## config.mk

```make
export PLATFORM = sky130hd
export DESIGN_NAME = tlb_op_sequencer
export DESIGN_NICKNAME = d
export VERILOG_FILES = /design/src/rtl/tlb_op_sequencer.sv
export SDC_FILE = /design/constraint.sdc
export NUM_CORES = 1
export LEC_CHECK = 0
export CORE_ASPECT_RATIO = 1.75
export CORE_UTILIZATION = 55
export DETAILED_ROUTE_END_ITERATION = 7
export DONT_BUFFER_PORTS = 1
export PLACE_DENSITY = 0.81
export SLEW_MARGIN = 10
export SYNTH_ARGS = -nofsm -noshare
export SYNTH_HDL_FRONTEND = slang
export SYNTH_SLANG_ARGS = --single-unit
```

## constraint.sdc

```tcl
create_clock -name clk -period 2.6 [get_ports clk]
set_clock_uncertainty 0.05 [all_clocks]
set_input_delay 0.78 -clock clk [delete_from_list [all_inputs] [get_ports clk]]
set_output_delay 0.78 -clock clk [all_outputs]
set_load 0.01 [all_outputs]
```

## src/rtl/tlb_op_sequencer.sv

```systemverilog
// tlb_op_sequencer: commit-time TLBRD/TLBWR/TLBFILL/INVTLB sequencer.
// Ports: req_* from WB, r_* TLB read port, tlb_we/inv_we/tlbrd_we strobes, done/err/refetch.
module tlb_op_sequencer #(
  parameter int TLBNUM = 16,
  parameter int IDXW   = 4
) (
  input  logic            clk,
  input  logic            resetn,
  input  logic            req_valid,
  output logic            req_ready,
  input  logic [2:0]      req_op,
  input  logic [4:0]      req_inv_op,
  input  logic [9:0]      req_asid,
  input  logic [18:0]     req_vppn,
  input  logic [IDXW-1:0] csr_tlbidx_index,
  output logic [IDXW-1:0] r_index,
  input  logic            r_e,
  input  logic            r_g,
  input  logic [9:0]      r_asid,
  input  logic [18:0]     r_vppn,
  input  logic [5:0]      r_ps,
  output logic            tlb_we,
  output logic [IDXW-1:0] w_index,
  output logic            inv_we,
  output logic [IDXW-1:0] inv_index,
  output logic            tlbrd_we,
  output logic            busy,
  output logic            done,
  output logic            err,
  output logic            refetch
);

  typedef enum logic [1:0] {
    IDLE,
    EXEC,
    SCAN
  } state_e;

  localparam logic [2:0] OP_RD   = 3'd1;
  localparam logic [2:0] OP_WR   = 3'd2;
  localparam logic [2:0] OP_FILL = 3'd3;
  localparam logic [2:0] OP_INV  = 3'd4;
  localparam logic [IDXW-1:0] LAST = IDXW'(TLBNUM - 1);

  state_e          state_q, state_d;
  logic [IDXW-1:0] cnt_q, cnt_d;
  logic [3:0]      lfsr_q, lfsr_d;
  logic [2:0]      op_q, op_d;
  logic [4:0]      inv_q, inv_d;
  logic [9:0]      asid_q, asid_d;
  logic [18:0]     vppn_q, vppn_d;
  logic [IDXW-1:0] idx_q, idx_d;
  logic [3:0]      fidx_q, fidx_d;

  logic accept;
  logic asid_eq;
  logic va_eq;
  logic match;
  logic is_rd, is_wr, is_fill, is_inv;

  // Reset gates ready so every output reads 0 while resetn is low.
  assign req_ready = (state_q == IDLE) && resetn;
  assign accept    = req_valid && req_ready;
  assign busy      = (state_q != IDLE);

  // Fibonacci LFSR; never reaches 0, so TLBFILL never hits entry 0.
  assign lfsr_d = {lfsr_q[2:0], lfsr_q[3] ^ lfsr_q[2]};

  assign is_rd   = (op_q == OP_RD);
  assign is_wr   = (op_q == OP_WR);
  assign is_fill = (op_q == OP_FILL);
  assign is_inv  = (op_q == OP_INV);

  always_comb begin
    op_d   = op_q;
    inv_d  = inv_q;
    asid_d = asid_q;
    vppn_d = vppn_q;
    idx_d  = idx_q;
    fidx_d = fidx_q;
    if (accept) begin
      op_d   = req_op;
      inv_d  = req_inv_op;
      asid_d = req_asid;
      vppn_d = req_vppn;
      idx_d  = csr_tlbidx_index;
      fidx_d = lfsr_q;
    end
  end

  // 2MB pages compare only the upper VPPN bits.
  assign asid_eq = (r_asid == asid_q);
  assign va_eq   = (r_ps == 6'd21)
                 ? (r_vppn[18:9] == vppn_q[18:9])
                 : (r_vppn == vppn_q);

  always_comb begin
    match = 1'b0;
    unique case (inv_q)
      5'd0, 5'd1: match = 1'b1;
      5'd2:       match = r_g;
      5'd3:       match = !r_g;
      5'd4:       match = !r_g && asid_eq;
      5'd5:       match = !r_g && asid_eq && va_eq;
      5'd6:       match = (r_g || asid_eq) && va_eq;
      default:    match = 1'b0;
    endcase
    match = match && r_e;
  end

  always_comb begin
    state_d   = state_q;
    cnt_d     = cnt_q;
    r_index   = '0;
    tlb_we    = 1'b0;
    w_index   = '0;
    inv_we    = 1'b0;
    inv_index = '0;
    tlbrd_we  = 1'b0;
    done      = 1'b0;
    err       = 1'b0;
    refetch   = 1'b0;
    unique case (state_q)
      IDLE: begin
        if (accept) begin
          cnt_d   = '0;
          state_d = (req_op == OP_INV && req_inv_op <= 5'd6)
                  ? SCAN : EXEC;
        end
      end
      EXEC: begin
        done    = 1'b1;
        refetch = 1'b1;
        state_d = IDLE;
        unique case (1'b1)
          is_rd: begin
            r_index  = idx_q;
            tlbrd_we = 1'b1;
          end
          is_wr: begin
            tlb_we  = 1'b1;
            w_index = idx_q;
          end
          is_fill: begin
            tlb_we  = 1'b1;
            w_index = IDXW'(fidx_q);
          end
          is_inv: begin
            err     = 1'b1;
            refetch = 1'b0;
          end
          default: ;
        endcase
      end
      SCAN: begin
        r_index   = cnt_q;
        inv_index = cnt_q;
        inv_we    = match;
        cnt_d     = cnt_q + 1'b1;
        if (cnt_q == LAST) begin
          done    = 1'b1;
          refetch = 1'b1;
          cnt_d   = '0;
          state_d = IDLE;
        end
      end
      default: state_d = IDLE;
    endcase
  end

  always_ff @(posedge clk or negedge resetn) begin
    if (!resetn) begin
      state_q <= IDLE;
      cnt_q   <= '0;
      lfsr_q  <= 4'b0001;
      op_q    <= '0;
      inv_q   <= '0;
      asid_q  <= '0;
      vppn_q  <= '0;
      idx_q   <= '0;
      fidx_q  <= '0;
    end else begin
      state_q <= state_d;
      cnt_q   <= cnt_d;
      lfsr_q  <= lfsr_d;
      op_q    <= op_d;
      inv_q   <= inv_d;
      asid_q  <= asid_d;
      vppn_q  <= vppn_d;
      idx_q   <= idx_d;
      fidx_q  <= fidx_d;
    end
  end

endmodule

```

==> impl_metrics.sql, run 1 <==
INSERT INTO impl_metrics (metric_group, metric, value, unit) VALUES
('route', 'drcViolationCount', '0', ''),
('floorplan', 'die-area', '5370', 'µm²'),
('route', 'detail-route-antenna-nets', '0', ''),
('route', 'wl_met1', '2.30', 'mm'),
('critical_path', 'endpoint_kind', 'output pin', ''),
('final_layout', 'mostFrequentLayoutCells', '145 x sky130_fd_sc_hd__nand2_1, 53 x sky130_fd_sc_hd__dfrtp_1, 18 x sky130_fd_sc_hd__xor2_1, 12 x sky130_fd_sc_hd__xnor2_1', ''),
('yosys', 'synthesis.yosys.warnings', '0', ''),
('yosys', 'synth_compound_gate_area_share', '5.16', '%'),
('sta', 'max_freq', '365', 'MHz'),
('final_layout', 'layout.cell_area.non_filler', '3030', 'µm²'),
('clock_network', 'h_tree_depth', '2', ''),
('route', 'drtPass1Iterations', '5', ''),
('critical_path', 'worst-r2r-setup-slack', '0.85', 'ns'),
('pwr', 'post-layout-total-power', '2.78', 'mW'),
('final_layout', 'fillerInstances', '419', ''),
('yosys', 'synth_area_per_cell', '8.71', 'µm²'),
('critical_path', 'crit_path_cell_trace', 'xor2_2, nor4_4, and3_1, a21oi_2, o31ai_2, buf_4', ''),
('pwr', 'share_comb_of_total_power', '31.6', '%'),
('pwr', 'switching_share', '36.5', '%'),
('critical_path', 'crit_path_start_kind', 'input port', ''),
('critical_path', 'largest_delay_share_family_worst_path', 'simple AND/OR/NAND/NOR gates', ''),
('final_layout', 'drive_gt1_share', '11.4', '%'),
('placement', 'dp_worst_setup_slack', '-0.162', 'ns'),
('clock_network', 'clock_latency', '0.29', 'ns'),
('floorplan', 'floorplan.io_pins', '101', ''),
('sta', 'final.period_utilization', '106', '%'),
('route', 'met3WireLength', '365', 'µm'),
('clock_network', 'tritoncts_num_sinks', '55', ''),
('placement', 'dpl.hpwl', '4.34', 'mm'),
('sta', 'max-slew-margin-rel', '67.9', '%'),
('sta', 'timing.final.crit_period', '2.74', 'ns'),
('route', 'avgRoutedWirePerCell', '15.8', 'µm'),
('critical_path', 'critical_path.reg2reg.endpoint', 'state_q[1]$_DFFE_PN0P_', ''),
('route', 'vias', '2119', ''),
('yosys', 'ys_types', '36', ''),
('yosys', 'synth.cell_area', '2790', 'µm²'),
('pwr', 'intPower', '1.76', 'mW'),
('job', 'max_cap_viols', '0', ''),
('route', 'vias_per_cell', '5.62', ''),
('yosys', 'synthesized_netlist_cell_count', '320', ''),
('yosys', 'count_of_flip_flops_with_a_built_in_enable_after_synthesis', '0', ''),
('clock_network', 'cts_root_buf', 'sky130_fd_sc_hd__clkbuf_8', ''),
('sta', 'final-max-slew-violation-count', '0', ''),
('global_route', 'grt_start_max_net_pins', '59', ''),
('hold_path', 'min-delay-path-class', 'input port to async pin', ''),
('placement', 'port_buffers', '0', ''),
('route', 'dr_wl_met2', '3.20', 'mm'),
('global_route', 'grt_pass1_vias', '2147', ''),
('critical_path', 'worst_r2r_path_depth', '5', ''),
('global_route', 'gr-usage-all-layers', '22.6', '%'),
('floorplan', 'initial_core_utilization', '58.2', '%'),
('global_route', 'antenna_found_initial', '0', ''),
('placement', 'postPlaceCellArea', '2860', 'µm²'),
('clock_network', 'clk_transition_reported_paths', '0.10', 'ns'),
('final_layout', 'design.final.nets', '409', ''),
('yosys', 'async_reset_ff_share', '100', '%'),
('critical_path', 'worst_path_required', '1.77', 'ns'),
('sta', 'postLayoutSetupSlackWorst', '-0.143', 'ns'),
('run_status', 'status', 'complete, but fails checks', ''),
('final_layout', 'layout_commonest_cell', 'sky130_fd_sc_hd__nand2_1', ''),
('sta', 'setup_viol_count_final', '1', ''),
('final_layout', 'final_core_utilization', '63.3', '%'),
('run_status', 'failed_checks', 'negative setup slack', ''),
('yosys', 'mappedNetlistNets', '405', ''),
('pwr', 'power.density', '915', 'nW/µm²'),
('yosys', 'synth_top_family_by_area', 'simple AND/OR/NAND/NOR gates', ''),
('final_layout', 'total_area_of_multi_input_combinational_cells', '1410', 'µm²'),
('clock_network', 'clock_path_buffers', '2', ''),
('pwr', 'seq_power_share', '51.1', '%'),
('route', 'wl', '5.95', 'mm'),
('critical_path', 'timing.critical_path.arrival', '1.91', 'ns');
## metrics by stage
step | TNS [ns] | cells | hold slack (ns)
floorplan | 0 | 320 | 0.304
global placement | -0.149 | 367 | 0.321
detailed placement | -0.162 | 367 | 0.330
CTS | -0.154 | 375 | 0.0991
global route | -0.237 | 377 | 0.0885
finish | -0.143 | 377 | 0.112
## what timing repair did
action,4_1_cts,5_1_grt
buffers inserted,0,2
hold buffers,0,0
pin swaps,5,6
endpoints found under the setup margin,4,7
gates resized for setup,6,11
## cell usage after synthesis (5+ instances only)
cell type | count | share of area (%)
sky130_fd_sc_hd__inv_1 | 6 | 0.81
sky130_fd_sc_hd__xnor2_1 | 12 | 3.8
sky130_fd_sc_hd__dfrtp_1 | 54 | 48
sky130_fd_sc_hd__nand2_1 | 145 | 20
sky130_fd_sc_hd__mux2i_1 | 5 | 1.8
sky130_fd_sc_hd__clkbuf_1 | 6 | 0.81
sky130_fd_sc_hd__xor2_1 | 20 | 6.3
sky130_fd_sc_hd__and2_1 | 5 | 1.1
sky130_fd_sc_hd__buf_2 | 5 | 0.90
sky130_fd_sc_hd__nor2_1 | 8 | 1.1
sky130_fd_sc_hd__nand3_1 | 7 | 1.3
sky130_fd_sc_hd__a21oi_1 | 7 | 1.3
## area by class of cell
class	instances	share of cell area (%)
repair buffers	8	1.98
flip-flops and latches	55	45.4
clock buffers	7	2.85
inverters	6	0.742
multi-input cells	248	46.6
well taps	52	2.14
clock inverters	1	0.289
## flip-flops by register name (all words and copies together), names as in the netlist
name / count
asid_q: 10
cnt_q: 4
fidx_q: 4
idx_q: 4
inv_q: 5
lfsr_q: 4
op_q: 3
state_q: 2
vppn_q: 19
## kinds of logic after synthesis
family                   count (synthesis)
buffers and inverters                   17
XOR/XNOR                                32
AND/OR/NAND/NOR                        187
AO/OA/AOI/OAI                           20
adder cells (fa/ha/maj)                  4
flip-flops                              55
multiplexers                             5
## metal layers
metal / vias up / global-route usage [%]
met5: - / 0
met4: 0 / 8.13
met3: 8 / 5.11
met2: 75 / 43.2
met1: 1002 / 24.0
li1: 1034 / -
## worst max path at each step
stage	from	end	slack [ns]	cells past startpoint
detailed placement	r_asid[6]	inv_we	-0.16	6
finish	r_asid[6]	inv_we	-0.14	6
global placement	r_asid[6]	inv_we	-0.15	6
floorplan	r_asid[1]	inv_we	0.04	5
CTS	r_asid[6]	inv_we	-0.15	6
global route	asid_q[6]$_DFFE_PN0P_	inv_we	-0.23	6
## power by group through the flow
stage	combinational, mW	sequential (mW)	clock, mW
detailed placement	0.818	1.43	0
CTS	0.837	1.42	0.500
floorplan	0.702	1.34	0
global route	1.00	1.45	0.526
finish	0.877	1.42	0.483
global placement	0.784	1.41	0
(Power assumes the default switching activity.)
==> run 2: changes to the inputs <==
--- a/config.mk
+++ b/config.mk
@@ -9,7 +9,7 @@
 export CORE_UTILIZATION = 55
 export DETAILED_ROUTE_END_ITERATION = 7
 export DONT_BUFFER_PORTS = 1
-export PLACE_DENSITY = 0.81
+export PLACE_DENSITY = 0.84
 export SLEW_MARGIN = 10
 export SYNTH_ARGS = -nofsm -noshare
 export SYNTH_HDL_FRONTEND = slang
==> constraint.sdc (replaced) <==
create_clock -name clk -period 2.3 [get_ports clk]
set_clock_uncertainty 0.05 [all_clocks]
set_input_delay 0.69 -clock clk [delete_from_list [all_inputs] [get_ports clk]]
set_output_delay 0.69 -clock clk [all_outputs]
set_load 0.01 [all_outputs]
==> impl_metrics.sql, run 2 (synthesis results as in run 1) <==
INSERT INTO impl_metrics (metric_group, metric, value, unit) VALUES
('final_layout', 'largest_register_ffs', '19', ''),
('route', 'vias', '2199', ''),
('sta', 'final_hold_vios', '0', ''),
('pwr', 'post-layout-total-power', '3.51', 'mW'),
('pwr', 'share_clk_of_total_power', '19.2', '%'),
('sta', 'worst_hold_slack', '0.0224', 'ns'),
('sta', 'setup_viol_count_final', '7', ''),
('pwr', 'seq_power_share', '45.8', '%'),
('sta', 'timing.final.crit_period', '2.52', 'ns'),
('critical_path', 'crit_path_start_kind', 'flip-flop', ''),
('final_layout', 'design.final.nets', '423', ''),
('critical_path', 'worst_path_required', '1.56', 'ns'),
('global_route', 'globalRouteMet2Util', '48.0', '%'),
('job', 'max_cap_viols', '0', ''),
('floorplan', 'initial_core_utilization', '58.2', '%'),
('placement', 'dpl.hpwl', '4.31', 'mm'),
('final_layout', 'antenna-diode-count', '0', ''),
('clock_network', 'clock_path_buffers', '2', ''),
('placement', 'port_buffers', '0', ''),
('sta', 'final-max-slew-violation-count', '0', ''),
('pwr', 'p_leak', '1.61', 'nW'),
('final_layout', 'areaGrowthSynthToFinish', '18.6', '%'),
('sta', 'final.period_utilization', '110', '%'),
('global_route', 'gr-usage-all-layers', '25.2', '%'),
('pwr', 'ir_drop', '0.769', 'mV'),
('clock_network', 'h_tree_depth', '2', ''),
('clock_network', 'tritoncts.num_buffers', '5', ''),
('critical_path', 'path_max_fanout', '2', ''),
('pwr', 'share_comb_of_total_power', '35.1', '%'),
('route', 'wl', '6.51', 'mm'),
('route', 'detail-route-antenna-nets', '0', ''),
('final_layout', 'top_register', 'vppn_q', ''),
('floorplan', 'die_height', '96.2', 'µm'),
('global_route', 'grt_pass1_wl', '10.2', 'mm'),
('final_layout', 'mostFrequentLayoutCells', '145 x sky130_fd_sc_hd__nand2_1, 51 x sky130_fd_sc_hd__dfrtp_1, 19 x sky130_fd_sc_hd__xor2_1, 13 x sky130_fd_sc_hd__buf_4, 12 x sky130_fd_sc_hd__xnor2_1', ''),
('floorplan', 'core_region_area', '4790', 'µm²'),
('global_route', 'grt_pass1_vias', '2237', ''),
('pwr', 'power.density', '1060', 'nW/µm²'),
('route', 'drcViolationCount', '0', ''),
('pwr', 'switching_share', '35.9', '%'),
('placement', 'place.gp.congestion', '0.766', ''),
('run_status', 'failed_checks', 'negative setup slack', ''),
('floorplan', 'die-area', '5370', 'µm²'),
('sta', 'setup_repair_after_global_routing_missed_its_margin', 'yes', ''),
('global_route', 'grt_overflow', '0', ''),
('clock_network', 'cts_tree', 'built', ''),
('critical_path', 'timing.critical_path.arrival', '1.78', 'ns'),
('floorplan', 'floorplan.io_pins', '101', ''),
('sta', 'max_freq', '397', 'MHz'),
('route', 'vias_per_cell', '5.62', ''),
('final_layout', 'drive_gt1_share', '20.4', '%'),
('global_route', 'antenna_found_initial', '0', ''),
('sta', 'max-slew-margin-rel', '75.8', '%'),
('global_route', 'groute.layer.met3.usage', '5.91', '%'),
('final_layout', 'final_core_utilization', '69.0', '%'),
('critical_path', 'endpoint_kind', 'output pin', ''),
('sta', 'postLayoutSetupSlackWorst', '-0.220', 'ns'),
('global_route', 'grt_start_max_net_pins', '59', ''),
('final_layout', 'layout_commonest_cell', 'sky130_fd_sc_hd__nand2_1', ''),
('global_route', 'gr-max-usage-layer', 'met2', ''),
('critical_path', 'worst_setup_path_category', 'flip-flop to output pin', ''),
('clock_network', 'tritoncts_num_sinks', '55', ''),
('clock_network', 'clock_latency', '0.31', 'ns'),
('clock_network', 'clk_transition_reported_paths', '0.09', 'ns'),
('floorplan', 'chipWidth', '55.8', 'µm'),
('global_route', 'grt_use_met1', '26.5', '%'),
('sta', 'timing_worst_slew_pin_value', '0.362', 'ns'),
('sta', 'finalSetupTns', '-0.819', 'ns'),
('floorplan', 'num_rows', '33', ''),
('run_status', 'status', 'complete, but fails checks', ''),
('route', 'avgRoutedWirePerCell', '16.6', 'µm'),
('route', 'drtPass1Iterations', '4', ''),
('route', 'drtIter0Drc', '73', ''),
('pwr', 'p_sw', '1.26', 'mW'),
('pwr', 'intPower', '2.25', 'mW'),
('final_layout', 'largestRegisters', 'vppn_q x19, asid_q x10, inv_q x5', ''),
('hold_path', 'min-delay-path-class', 'input port to async pin', ''),
('clock_network', 'cts_root_buf', 'sky130_fd_sc_hd__clkbuf_8', '');
[run 2: cell count changes in the layout (fill, tap and decap cells not counted), sizes merged]
cell	previous run	this run
buf	8	21
bufinv	0	1
clkbuf	7	6
clkinv	1	0
dlygate4sd3	0	1
inv	6	7
[run 2: critical path: stages (launching register included)]
cell and delay (ns):
sky130_fd_sc_hd__dfrtp_1 0.40, sky130_fd_sc_hd__xor2_1 0.17, sky130_fd_sc_hd__nor4_2 0.34, sky130_fd_sc_hd__a41oi_1 0.20, sky130_fd_sc_hd__or2_1 0.28, sky130_fd_sc_hd__o31ai_4 0.08
[run 2: area by class of cell]
type / instances / area [µm²]
Timing Repair Buffer: 22 / 215
Fill cell: 389 / 1480
Clock buffer: 6 / 82.6
Inverter: 6 / 25.0
Multi-Input combinational cell: 248 / 1500
Clock inverter: 2 / 38.8
Sequential cell: 55 / 1380
Tap cell: 52 / 65.1
[run 2: per-stage QoR]
step / cell area, µm² / setup WS (ns) / std cells
2_1_floorplan: 2790 / -0.0113 / 320
3_3_place_gp: 2910 / -0.181 / 373
3_5_place_dp: 2910 / -0.181 / 373
4_1_cts: 3210 / -0.283 / 388
5_1_grt: 3310 / -0.313 / 391
6_report: 3310 / -0.220 / 391
[run 2: timing repair]
item,in CTS,in global routing
endpoints found under the setup margin,8,13
buffers inserted,7,4
gates resized for setup,31,16
pin swaps,12,13
hold buffers,0,2
cloned,0,0
endpoints found under the hold margin,0,35
[run 2: worst paths after layout]
kind                                        start                     end  slack [ns]  cells past startpoint
min reg2reg                   lfsr_q[1]$_DFF_PN0_     lfsr_q[2]$_DFF_PN0_        0.34                      0
max reg2reg                state_q[1]$_DFFE_PN0P_  state_q[1]$_DFFE_PN0P_        0.42                      7
max                         asid_q[1]$_DFFE_PN0P_                  inv_we       -0.22                      5
max in group asynchronous                  resetn  vppn_q[18]$_DFFE_PN0P_        1.35                      1
min in group clk              lfsr_q[1]$_DFF_PN0_     lfsr_q[2]$_DFF_PN0_        0.34                      0
min                                        resetn   asid_q[2]$_DFFE_PN0P_        0.02                      0
[run 2: power groups by stage]
| stage | combinational [mW] | clock [mW] | sequential [mW] |
|---|---|---|---|
| floorplan | 0.793 | 0 | 1.52 |
| global placement | 0.960 | 0 | 1.57 |
| detailed placement | 1.00 | 0 | 1.59 |
| CTS | 1.14 | 0.689 | 1.59 |
| global route | 1.38 | 0.720 | 1.65 |
| finish | 1.23 | 0.672 | 1.60 |
[run 2: routing by layer]
metal / vias to the layer above / share of wire (%)
li1: 1056 / -
met3: 12 / 5.8
met4: 0 / 2.2
met5: - / 0
met1: 1043 / 37
met2: 88 / 55
==> run 3: changes to the inputs <==
--- a/config.mk
+++ b/config.mk
@@ -9,7 +9,7 @@
 export CORE_UTILIZATION = 55
 export DETAILED_ROUTE_END_ITERATION = 7
 export DONT_BUFFER_PORTS = 1
-export PLACE_DENSITY = 0.84
+export PLACE_DENSITY = 0.83
 export SLEW_MARGIN = 10
 export SYNTH_ARGS = -nofsm -noshare
 export SYNTH_HDL_FRONTEND = slang
==> impl_metrics.sql, run 3 (synthesis results as in run 1) <==
INSERT INTO impl_metrics (metric_group, metric, value, unit) VALUES
('final_layout', 'antenna-diode-count', '0', ''),
('route', 'vias', '2253', ''),
('global_route', 'grt_start_max_net_pins', '59', ''),
('global_route', 'grt_pass1_vias', '2401', ''),
('placement', 'port_buffers', '0', ''),
('critical_path', 'worstPathBufferInverterCount', '0', ''),
('final_layout', 'layout_commonest_cell', 'sky130_fd_sc_hd__nand2_1', ''),
('floorplan', 'initial_core_utilization', '58.2', '%'),
('route', 'drcViolationCount', '0', ''),
('final_layout', 'final_core_utilization', '69.1', '%'),
('placement', 'dpl.hpwl', '4.49', 'mm'),
('job', 'max_cap_viols', '0', ''),
('critical_path', 'timing.critical_path.arrival', '1.77', 'ns'),
('pwr', 'power.density', '1040', 'nW/µm²'),
('final_layout', 'largest_register_ffs', '19', ''),
('placement', 'place.gp.congestion', '0.767', ''),
('pwr', 'share_comb_of_total_power', '38.2', '%'),
('final_layout', 'largestRegisters', 'vppn_q x19, asid_q x10, inv_q x5', ''),
('clock_network', 'postCtsHoldBufs', '0', ''),
('global_route', 'antenna_found_initial', '0', ''),
('route', 'drtIter0Drc', '66', ''),
('run_status', 'status', 'complete, but fails checks', ''),
('sta', 'postLayoutSetupSlackWorst', '-0.205', 'ns'),
('global_route', 'grt_pass1_wl', '10.4', 'mm'),
('pwr', 'ir_drop', '0.722', 'mV'),
('sta', 'final.period_utilization', '109', '%'),
('run_status', 'failed_checks', 'negative setup slack', ''),
('final_layout', 'drive_gt1_share', '21.9', '%'),
('hold_path', 'min-delay-path-class', 'input port to async pin', ''),
('final_layout', 'top_register', 'vppn_q', ''),
('route', 'wl', '6.63', 'mm'),
('floorplan', 'num_rows', '33', ''),
('critical_path', 'critical_path.slowest_cell', 'sky130_fd_sc_hd__dfrtp_1', ''),
('sta', 'timing_worst_slew_pin_value', '0.319', 'ns'),
('floorplan', 'die_height', '96.2', 'µm'),
('final_layout', 'mostFrequentLayoutCells', '145 x sky130_fd_sc_hd__nand2_1, 52 x sky130_fd_sc_hd__dfrtp_1, 23 x sky130_fd_sc_hd__buf_4, 19 x sky130_fd_sc_hd__xor2_1, 12 x sky130_fd_sc_hd__xnor2_1', ''),
('global_route', 'grt_overflow', '0', ''),
('clock_network', 'clock_path_buffers', '2', ''),
('critical_path', 'worst_setup_path_category', 'flip-flop to output pin', ''),
('clock_network', 'cts_root_buf', 'sky130_fd_sc_hd__clkbuf_8', ''),
('floorplan', 'die-area', '5370', 'µm²'),
('clock_network', 'clock_latency', '0.30', 'ns'),
('sta', 'finalSetupTns', '-1.16', 'ns'),
('final_layout', 'areaGrowthSynthToFinish', '18.8', '%'),
('route', 'detail-route-antenna-nets', '0', ''),
('final_layout', 'design.final.nets', '431', ''),
('pwr', 'p_sw', '1.26', 'mW'),
('critical_path', 'path_max_fanout', '2', ''),
('critical_path', 'worst_path_required', '1.56', 'ns'),
('floorplan', 'core_region_area', '4790', 'µm²'),
('pwr', 'switching_share', '36.9', '%'),
('global_route', 'gr-usage-all-layers', '25.1', '%'),
('critical_path', 'endpoint_kind', 'output pin', ''),
('pwr', 'post-layout-total-power', '3.43', 'mW'),
('sta', 'setup_repair_after_global_routing_missed_its_margin', 'yes', ''),
('pwr', 'seq_power_share', '46.5', '%'),
('critical_path', 'crit_path_cell_trace', 'xor2_1, nor4_2, and3_1, a21oi_2, o31ai_4', ''),
('route', 'avgRoutedWirePerCell', '16.6', 'µm'),
('sta', 'setup_viol_count_final', '13', ''),
('sta', 'max_freq', '399', 'MHz'),
('critical_path', 'largest_delay_share_family_worst_path', 'simple AND/OR/NAND/NOR gates', ''),
('floorplan', 'floorplan.io_pins', '101', ''),
('route', 'vias_per_cell', '5.65', ''),
('clock_network', 'cts_tree', 'built', ''),
('pwr', 'share_clk_of_total_power', '15.3', '%'),
('clock_network', 'tritoncts.num_buffers', '5', ''),
('floorplan', 'chipWidth', '55.8', 'µm'),
('clock_network', 'h_tree_depth', '2', ''),
('pwr', 'p_leak', '1.63', 'nW'),
('sta', 'final-max-slew-violation-count', '0', ''),
('critical_path', 'crit_path_start_kind', 'flip-flop', ''),
('route', 'drtPass1Iterations', '4', ''),
('critical_path', 'slowest_delay', '0.41', 'ns'),
('sta', 'timing.final.crit_period', '2.51', 'ns'),
('clock_network', 'clk_transition_reported_paths', '0.10', 'ns'),
('pwr', 'intPower', '2.16', 'mW'),
('sta', 'max-slew-margin-rel', '78.5', '%'),
('sta', 'final_hold_vios', '0', ''),
('placement', 'dp_worst_setup_slack', '-0.202', 'ns'),
('clock_network', 'tritoncts_num_sinks', '55', '');
run 3: timing repair:
action	in CTS	in global routing
gates resized for setup	28	22
setup buffers	10	9
pin swaps	12	17
gates cloned	0	0
setup endpoints to repair	8	14
run 3: area by class of cell:
type	instances	area, µm²
multi-input combinational	248	1500
fill	378	1480
sequential	55	1380
timing repair buffer	30	251
clock buffer	6	72.6
tap	52	65.1
inverter	6	25.0
clock inverter	2	13.8
run 3: worst register-to-register path, cell delays in order (launching register included):
cell                      delay [ns]
sky130_fd_sc_hd__dfrtp_1        0.43
sky130_fd_sc_hd__inv_2          0.08
sky130_fd_sc_hd__buf_4          0.15
sky130_fd_sc_hd__ha_4           0.17
sky130_fd_sc_hd__and3_2         0.25
sky130_fd_sc_hd__a21oi_1        0.28
sky130_fd_sc_hd__o21ai_0        0.18
sky130_fd_sc_hd__o31ai_1        0.09
run 3: power by group through the flow:
| stage | registers [mW] | logic [mW] | clock network [mW] |
|---|---|---|---|
| after floorplan | 1.52 | 0.793 | 0 |
| after global placement | 1.57 | 0.965 | 0 |
| after detailed placement | 1.59 | 1.00 | 0 |
| after CTS | 1.58 | 1.14 | 0.541 |
| after global routing | 1.63 | 1.45 | 0.571 |
| final | 1.59 | 1.31 | 0.526 |
run 3: per-stage QoR:
step	hold WS, ns	area [µm²]	instances
finish	0.0226	3310	399
global route	0.00616	3310	399
CTS	0.00780	3180	394
detailed placement	0.332	2920	376
global placement	0.326	2920	376
floorplan	0.304	2790	320
run 3: worst paths after layout:
check,start,end,slack [ns],depth (start not counted)
max,asid_q[6]$_DFFE_PN0P_,inv_we,-0.21,5
min,resetn,cnt_q[0]$_DFFE_PN0P_,0.02,0
max reg2reg,state_q[1]$_DFFE_PN0P_,cnt_q[3]$_DFFE_PN0P_,0.55,7
min reg2reg,lfsr_q[1]$_DFF_PN0_,lfsr_q[2]$_DFF_PN0_,0.35,0
max in group asynchronous,resetn,lfsr_q[0]$_DFF_PN1_,1.98,0
min in group clk,lfsr_q[1]$_DFF_PN0_,lfsr_q[2]$_DFF_PN0_,0.35,0
run 3: metal layers:
metal  wire, µm  share of wire, %  track usage (%)  vias to the layer above
met1       2420                37             26.2                     1069
met4        123               1.9             10.6                        0
met5          0                 0                0                        -
li1           -                 -                -                     1077
met3        449               6.8             6.59                       12
met2       3630                55             47.3                       95
